===== src/rtl/conv_op_sequencer.sv =====
// Sequencer for one CNN convolution instruction: fetches input/kernel words, runs the
// convolution engine, then writes the result words back while stalling the core.
`timescale 1ns/1ps
module conv_op_sequencer #(
   parameter int IN_WORDS  = 8,
   parameter int K_WORDS   = 6,
   parameter int OUT_WORDS = 4,
   parameter int AW        = 32
) (
   input  logic          clk,
   input  logic          rst,
   input  logic          start,
   input  logic [2:0]    funct3,
   input  logic [AW-1:0] in_base,
   input  logic [AW-1:0] k_base,
   input  logic [AW-1:0] out_base,
   output logic          busy,
   output logic          done,
   output logic          err,
   output logic          mem_re,
   output logic          mem_we,
   output logic [AW-1:0] mem_addr,
   input  logic [31:0]   mem_rdata,
   output logic [31:0]   mem_wdata,
   output logic          ld_valid,
   output logic          ld_sel,
   output logic [3:0]    ld_idx,
   output logic [31:0]   ld_data,
   output logic [2:0]    eng_mode,
   output logic          eng_start,
   input  logic          eng_done,
   output logic [1:0]    eng_rd_idx,
   input  logic [31:0]   eng_rd_data
);

   localparam int FETCH_N = IN_WORDS + K_WORDS;
   localparam int CW      = $clog2(FETCH_N + 1);
   localparam logic [CW-1:0] IN_LAST_N  = CW'(IN_WORDS);
   localparam logic [CW-1:0] FETCH_LAST = CW'(FETCH_N - 1);
   localparam logic [CW-1:0] OUT_LAST   = CW'(OUT_WORDS - 1);

   typedef enum logic [2:0] {IDLE, FETCH, TAIL, RUN, WAIT, WB, DONE} state_t;

   state_t        state;
   state_t        nextState;
   logic [CW-1:0] cnt;
   logic [CW-1:0] kIdx;
   logic [2:0]    modeReg;
   logic [AW-1:0] inBase;
   logic [AW-1:0] kBase;
   logic [AW-1:0] outBase;
   logic          errReg;
   logic          ldValidReg;
   logic          ldSelReg;
   logic [3:0]    ldIdxReg;
   logic          legal;

   assign legal = (funct3 == 3'b001) || (funct3 == 3'b010) || (funct3 == 3'b011);
   assign kIdx  = cnt - IN_LAST_N;

   always_ff @(posedge clk or posedge rst) begin
      if (rst) state <= IDLE;
      else     state <= nextState;
   end

   // Counter is shared by FETCH (issue number) and WB (result word); it rests at zero
   // elsewhere so both phases start from index 0. Load strobes trail issues by one cycle.
   always_ff @(posedge clk or posedge rst) begin
      if (rst) begin
         cnt        <= '0;
         modeReg    <= '0;
         inBase     <= '0;
         kBase      <= '0;
         outBase    <= '0;
         errReg     <= 1'b0;
         ldValidReg <= 1'b0;
         ldSelReg   <= 1'b0;
         ldIdxReg   <= '0;
      end else begin
         errReg <= (state == IDLE) && start && !legal;
         if ((state == IDLE) && start && legal) begin
            modeReg <= funct3;
            inBase  <= in_base;
            kBase   <= k_base;
            outBase <= out_base;
         end
         if (((state == FETCH) && (cnt != FETCH_LAST)) || ((state == WB) && (cnt != OUT_LAST)))
            cnt <= cnt + 1'b1;
         else
            cnt <= '0;
         ldValidReg <= (state == FETCH);
         ldSelReg   <= (state == FETCH) && (cnt >= IN_LAST_N);
         if (state != FETCH)       ldIdxReg <= '0;
         else if (cnt < IN_LAST_N) ldIdxReg <= 4'(cnt);
         else                      ldIdxReg <= 4'(kIdx);
      end
   end

   always_comb begin
      nextState  = state;
      mem_re     = 1'b0;
      mem_we     = 1'b0;
      mem_addr   = '0;
      mem_wdata  = '0;
      eng_start  = 1'b0;
      done       = 1'b0;
      eng_rd_idx = '0;
      case (state)
         IDLE: if (start && legal) nextState = FETCH;
         FETCH: begin
            mem_re = 1'b1;
            if (cnt < IN_LAST_N) mem_addr = inBase + AW'({cnt, 2'b00});
            else                 mem_addr = kBase + AW'({kIdx, 2'b00});
            if (cnt == FETCH_LAST) nextState = TAIL;
         end
         TAIL: nextState = RUN;
         RUN: begin
            eng_start = 1'b1;
            nextState = WAIT;
         end
         WAIT: if (eng_done) nextState = WB;
         WB: begin
            mem_we     = 1'b1;
            eng_rd_idx = 2'(cnt);
            mem_addr   = outBase + AW'({cnt, 2'b00});
            mem_wdata  = eng_rd_data;
            if (cnt == OUT_LAST) nextState = DONE;
         end
         DONE: begin
            done      = 1'b1;
            nextState = IDLE;
         end
         default: nextState = IDLE;
      endcase
   end

   assign busy     = (state != IDLE);
   assign err      = errReg;
   assign ld_valid = ldValidReg;
   assign ld_sel   = ldSelReg;
   assign ld_idx   = ldIdxReg;
   assign ld_data  = ldValidReg ? mem_rdata : 32'h0;
   assign eng_mode = modeReg;

endmodule

===== config.mk =====
export PLATFORM = sky130hd
export DESIGN_NAME = conv_op_sequencer
export DESIGN_NICKNAME = d
export VERILOG_FILES = /design/src/rtl/conv_op_sequencer.sv
export SDC_FILE = /design/constraint.sdc
export NUM_CORES = 1
export LEC_CHECK = 0
export CAP_MARGIN = 20
export CORE_ASPECT_RATIO = 1.75
export CORE_MARGIN = 1.5
export CORE_UTILIZATION = 45
export CTS_CLUSTER_SIZE = 25
export DETAILED_ROUTE_END_ITERATION = 8
export DONT_BUFFER_PORTS = 1
export GPL_TIMING_DRIVEN = 0
export SKIP_LAST_GASP = 1
export SLEW_MARGIN = 20
export SYNTH_ARGS = -nofsm -noshare
export SYNTH_HDL_FRONTEND = slang
export SYNTH_SLANG_ARGS = --single-unit

===== constraint.sdc =====
create_clock -name clk -period 3.7 [get_ports clk]
set_input_delay 0.185 -clock clk [delete_from_list [all_inputs] [get_ports clk]]
set_output_delay 0.185 -clock clk [all_outputs]
set_load 0.05 [all_outputs]

Word-level counts from Yosys, hierarchy flattened:

Cells that the tools add are included.

* reduce and logical (&&, ||, !) cells: 14
* muxes and demuxes: 17
* equality and inequality tests: 18
* magnitude comparators: 2
* $add $sub $neg: 5

Operators with widths (number)
* $add A32 B6 Y32: 3
* $mux W32: 3
* $pmux W32 S2: 1
* $pmux W3 S6: 1
* $eq A3 B2 Y1 const B: 4
* $mux W3: 4
* $mux W4: 3
* $eq A3 B3 Y1 const B: 3
* $logic_and A1 B1 Y1: 7
* $eq A3 B1 Y1 const B: 2
* $ne A2 B1 Y1 const B: 3
* $add A4 B1 Y4 const B: 1
* $eq A4 B2 Y1 const B: 1
* $eq A4 B4 Y1 const B: 1
* $ge A4 B4 Y1 const B: 1
* $lt A4 B4 Y1 const B: 1
* $mux W1: 4
* $ne A4 B2 Y1 const B: 1
* $ne A4 B4 Y1 const B: 1
* $reduce_and A4 Y1: 1
* $sub A4 B4 Y4 const B: 1
* $logic_not A3 Y1: 1
* $logic_or A1 B1 Y1: 3
* $ne A3 B1 Y1 const B: 1
* other kinds (4): 4

* flip-flop bits (word level): 113
* output and inout bits: 113
* input bits: 167

Depth between registers and ports, before layout:

* word-level depth: 6
* gate-level depth with buffers: 9
* gate-level depth less buffers: 9

Worst setup path before layout:

Ideal clock, no wire load.

* kind: register to output
* start: reg cnt[1]
* end: out mem_addr[20]
* path slack: 522 ps
* arrival: 2993 ps
* cell stages (with the launch flop): 8
* data required time: 3515 ps
* cell sequence: dfrtp_1 -> inv_1 -> fa_1 -> nand2b_1 -> a211oi_2 -> nand3_1 -> xor2_1 -> o21ai_0

* word-level cells in the longest chain between the ends: 4

RTL lines
* start: declaration: line 46 `logic [CW-1:0] cnt;`
* start signal: assignment: line 88 `cnt <= cnt + 1'b1;`
* $sub A4 B4 Y4: line 59 `assign kIdx = cnt - IN_LAST_N;`
* $add A32 B6 Y32: line 113 `else mem_addr = kBase + AW'({kIdx, 2'b00});`
* $mux W32: line 112 `if (cnt < IN_LAST_N) mem_addr = inBase + AW'({cnt, 2'b00});`
* $pmux W32 S2 *: line 108 `case (state)`
* end: declaration: line 22 `output logic [AW-1:0] mem_addr,`

Every way passes the cells marked *; elsewhere a longest branch is shown, timed or not.

Worst setup path after layout:

* start: reg cnt[1]
* end: out mem_addr[26]

Same word-level chain as after synthesis.

==> impl_metrics.toml <==
[status]
status = "finished with violations"
failed_checks = "design-rule violations"

[sta]
relSlewSlack = 0.2573
period_share = 0.9755
tightestPinTransition_ns = 1.107
rsz0062_at_grt = "yes"
finalHoldViolations = 0
skew_ns = 0.01064
maxSlewViolCount = 0
finalSetupViolCount = 0
max_freq_mhz = 277.1
fin_crit_ns = 3.609

[setup_path]
critPathBufInv = 1
cp.arrival_ns = 3.42
slowest_stage = "o211ai_1"
critical_path.endpoint_type = "output pin"
rrSetupSlack_ns = 0.82
path_delay_family = "compound AO/OA/AOI/OAI gates"
crit_path_start_kind = "register"
path_cells = "inv_1 -> fa_1 -> nand2b_1 -> a21oi_2 -> nand4_2 -> nor2_1 -> xnor2_1 -> o211ai_1"
cp.required_ns = 3.51
worstSetupPathType = "reg2out"
crit_fanout = 8
cp_slowest_stage_delay_ns = 0.88

[final_layout]
stdcell_area_mm2 = 0.008942
nNetsFinal = 1028
stdcell_count = 1043
fillers = 1401
layout_commonest_cell = "dfrtp_1"
area_growth_pct = 23.25
mostFrequentLayoutCells = "dfrtp_1, dlygate4sd3_1, mux2_2"
drive_gt1_frac = 0.2017

[pwr]
pwr_density_cell_mw_per_mm2 = 845.1
p_int_uw = 3583
p_sw_frac = 0.5259
vdd_drop_max_v = 0.0004118
p_sw_uw = 3974
seqPwrFrac = 0.339
clock_power_share = 0.132
leakagePower_uw = 0.003750
pwr-share-comb = 0.529
p_total_uw = 7557

[yosys]
synth-xor-area-share = 0.09053
synth_fa_ha_area_frac = 0.03414
yosysTopAreaCellShare = 0.3863
ys_warn_count = 0
synth_largest_area_cell = "dfrtp_1"
synth_area_per_cell_um2 = 9.980
ys_types = 63
synthCells = 727
synth_mux_area_frac = 0.1405
synth_nets = 912
syn_area_mm2 = 0.007256
synth_top_family_by_area = "simple AND/OR/NAND/NOR gates"
synth_edf_count = 0
async_reset_ff_frac = 1.000
ys_top_cells_by_area = "dfrtp_1, mux2_2, xnor2_1"
synthSimpleGateAreaFrac = 0.2111
yosysSeqAreaShare = 0.3863
ys_ff_latch = 112
synth_compound_area_frac = 0.09795
dominantRegCellSynth = "dfrtp_1"

[place]
place_congestion = 0.9632
io_buffer_count = 0
dp.final_hpwl_um = 22340
placedCellCount = 920
placed_area_mm2 = 0.007580

[cts]
cts.sinks = 112
cts_buffers = 9
post_cts_buffers = 0
clk_pin_slew_ns = 0.08
cts_tree = "yes"
clock_latency_ns = 0.36
clockBufferDepth = 2
htreeDepth = 3
cts_root_buffer = "clkbuf_16"

[global_route]
grt_pass1_wl_um = 40010
grt-ovfl-total = 0
track_usage = 0.3308
grt_max_degree = 60
grt_pass1_vias = 6555
antenna_found_initial = 7

[floorplanning]
initial_core_util = 0.4593
die-area_mm2 = 0.01692
dieHeight_um = 171.0
fp.dieW_um = 98.99
core-area_mm2 = 0.01580
io_pins = 280
fp-row-count = 61

[routing]
drtAntennaViolNets = 0
wl_um = 27660
via_per_inst = 6.032
num_vias = 6291
drt_pass1_iterations = 9
remaining_drc_errors = 62
drt_iter0_markers = 343
wl_per_cell_um = 26.52

[run]
maxCapViolCount = 0

[worst_hold_path]
min_path_type = "in2reg"
## per-layer routing
layer / share of wire / track usage
met1: 0.32 / 0.3138
met2: 0.52 / 0.5997
met3: 0.10 / 0.1303
met4: 0.058 / 0.1857
met5: 0 / 0
## cells by family after synthesis
logic type | after synthesis
AND/OR/NAND/NOR | 265
flip-flops | 112
AO/OA/AOI/OAI | 103
multiplexers | 91
XOR/XNOR | 75
buffers and inverters | 62
adder cells (fa/ha/maj) | 18
other | 1
## layout make-up
type,count,area [um^2],area share
diodes,6,15.01,0.001679
plain buffers,38,192.7,0.02155
clock buffers,10,229.0,0.02561
clock inverters,6,67.56,0.007556
inverters,24,98.84,0.01105
multi-input cells,553,4228,0.4728
flip-flops and latches,112,2806,0.3138
well taps,189,236.5,0.02644
repair buffers,105,1069,0.1195
## path summary, 6_finish.rpt
path / from / to / depth (start not counted)
worst min-delay path: eng_done / state[0]$_DFFE_PP0P_ / 2
worst min register to register: inBase[1]$_DFFE_PP0P_ / inBase[1]$_DFFE_PP0P_ / 1
min in group asynchronous: rst / eng_mode[0]$_DFFE_PP0P_ / 2
max in group asynchronous: rst / outBase[17]$_DFFE_PP0P_ / 3
worst max-delay path: cnt[1]$_DFF_PP0_ / mem_addr[26] / 8
worst max register to register: state[2]$_DFFE_PP0P_ / outBase[17]$_DFFE_PP0P_ / 8
## worst register-to-register path: stages, from the launching register on
cell      delay [ns]
dfrtp_1         0.37
clkbuf_1        0.18
nor3_1          0.62
nand2_1         0.17
nor3_1          0.19
buf_2           0.35
clkbuf_1        0.64
nand2_1         0.16
o21ai_0         0.10
## registers in the layout, indices dropped and copies added, names as in the netlist
name and flops:
ld_idx 3, outBase 32, kBase 32, cnt 4, eng_mode 3, ld_valid 1
state 3, ld_sel 1, err 1, inBase 32
## synth_stat cells, types with 3 or more instances
cell type	number
a211oi_1	7
a21o_1	5
a21oi_1	13
a22oi_1	11
a31oi_1	3
and2_1	37
and3_1	50
and4_1	7
buf_2	14
buf_4	3
clkbuf_1	18
dfrtp_1	112
fa_1	3
ha_1	15
inv_1	23
mux2_2	87
mux2i_1	4
nand2_1	49
nand3_1	27
nand3_2	7
nand4_1	17
nor2_1	37
nor2b_1	4
nor3_1	11
o211ai_1	3
o21ai_0	32
o21ai_1	6
o221ai_1	4
o221ai_2	4
or3_1	3
xnor2_1	49
xor2_1	26
## power by group through the flow
| stage | sequential [uW] | clock (uW) | combinational (uW) |
|---|---|---|---|
| 2_1_floorplan | 2330 | 0 | 3050 |
| 3_5_place_dp | 2580 | 0 | 3870 |
| 3_3_place_gp | 2560 | 0 | 3740 |
| 6_report | 2560 | 995 | 4000 |
| 5_1_grt | 2640 | 1060 | 4230 |
| 4_1_cts | 2550 | 1020 | 3980 |
## metrics by stage
| stage | hold WS [ns] | util | TNS, ns | worst slack, ns |
|---|---|---|---|---|
| floorplan | 0.3018 | - | 0 | 0.5224 |
| global placement | 0.3124 | 0.4742 | -69.01 | -0.6199 |
| detailed placement | 0.1399 | 0.4798 | 0 | 0.2166 |
| CTS | 0.04372 | 0.5635 | -0.09297 | -0.09297 |
| global route | 0.08341 | 0.5659 | -0.08536 | -0.08536 |
| finish | 0.05077 | 0.5660 | 0 | 0.09083 |
## timing repair
action / 4_1_cts / 5_1_grt
endpoints found under the setup margin: 6 / 17
cloned: 0 / 0
endpoints found under the hold margin: 157 / 0
hold buffers: 101 / 0
pin swaps: 1 / 2
resized for setup: 4 / 7
No activity file was read; power rests on OpenSTA's default activity.
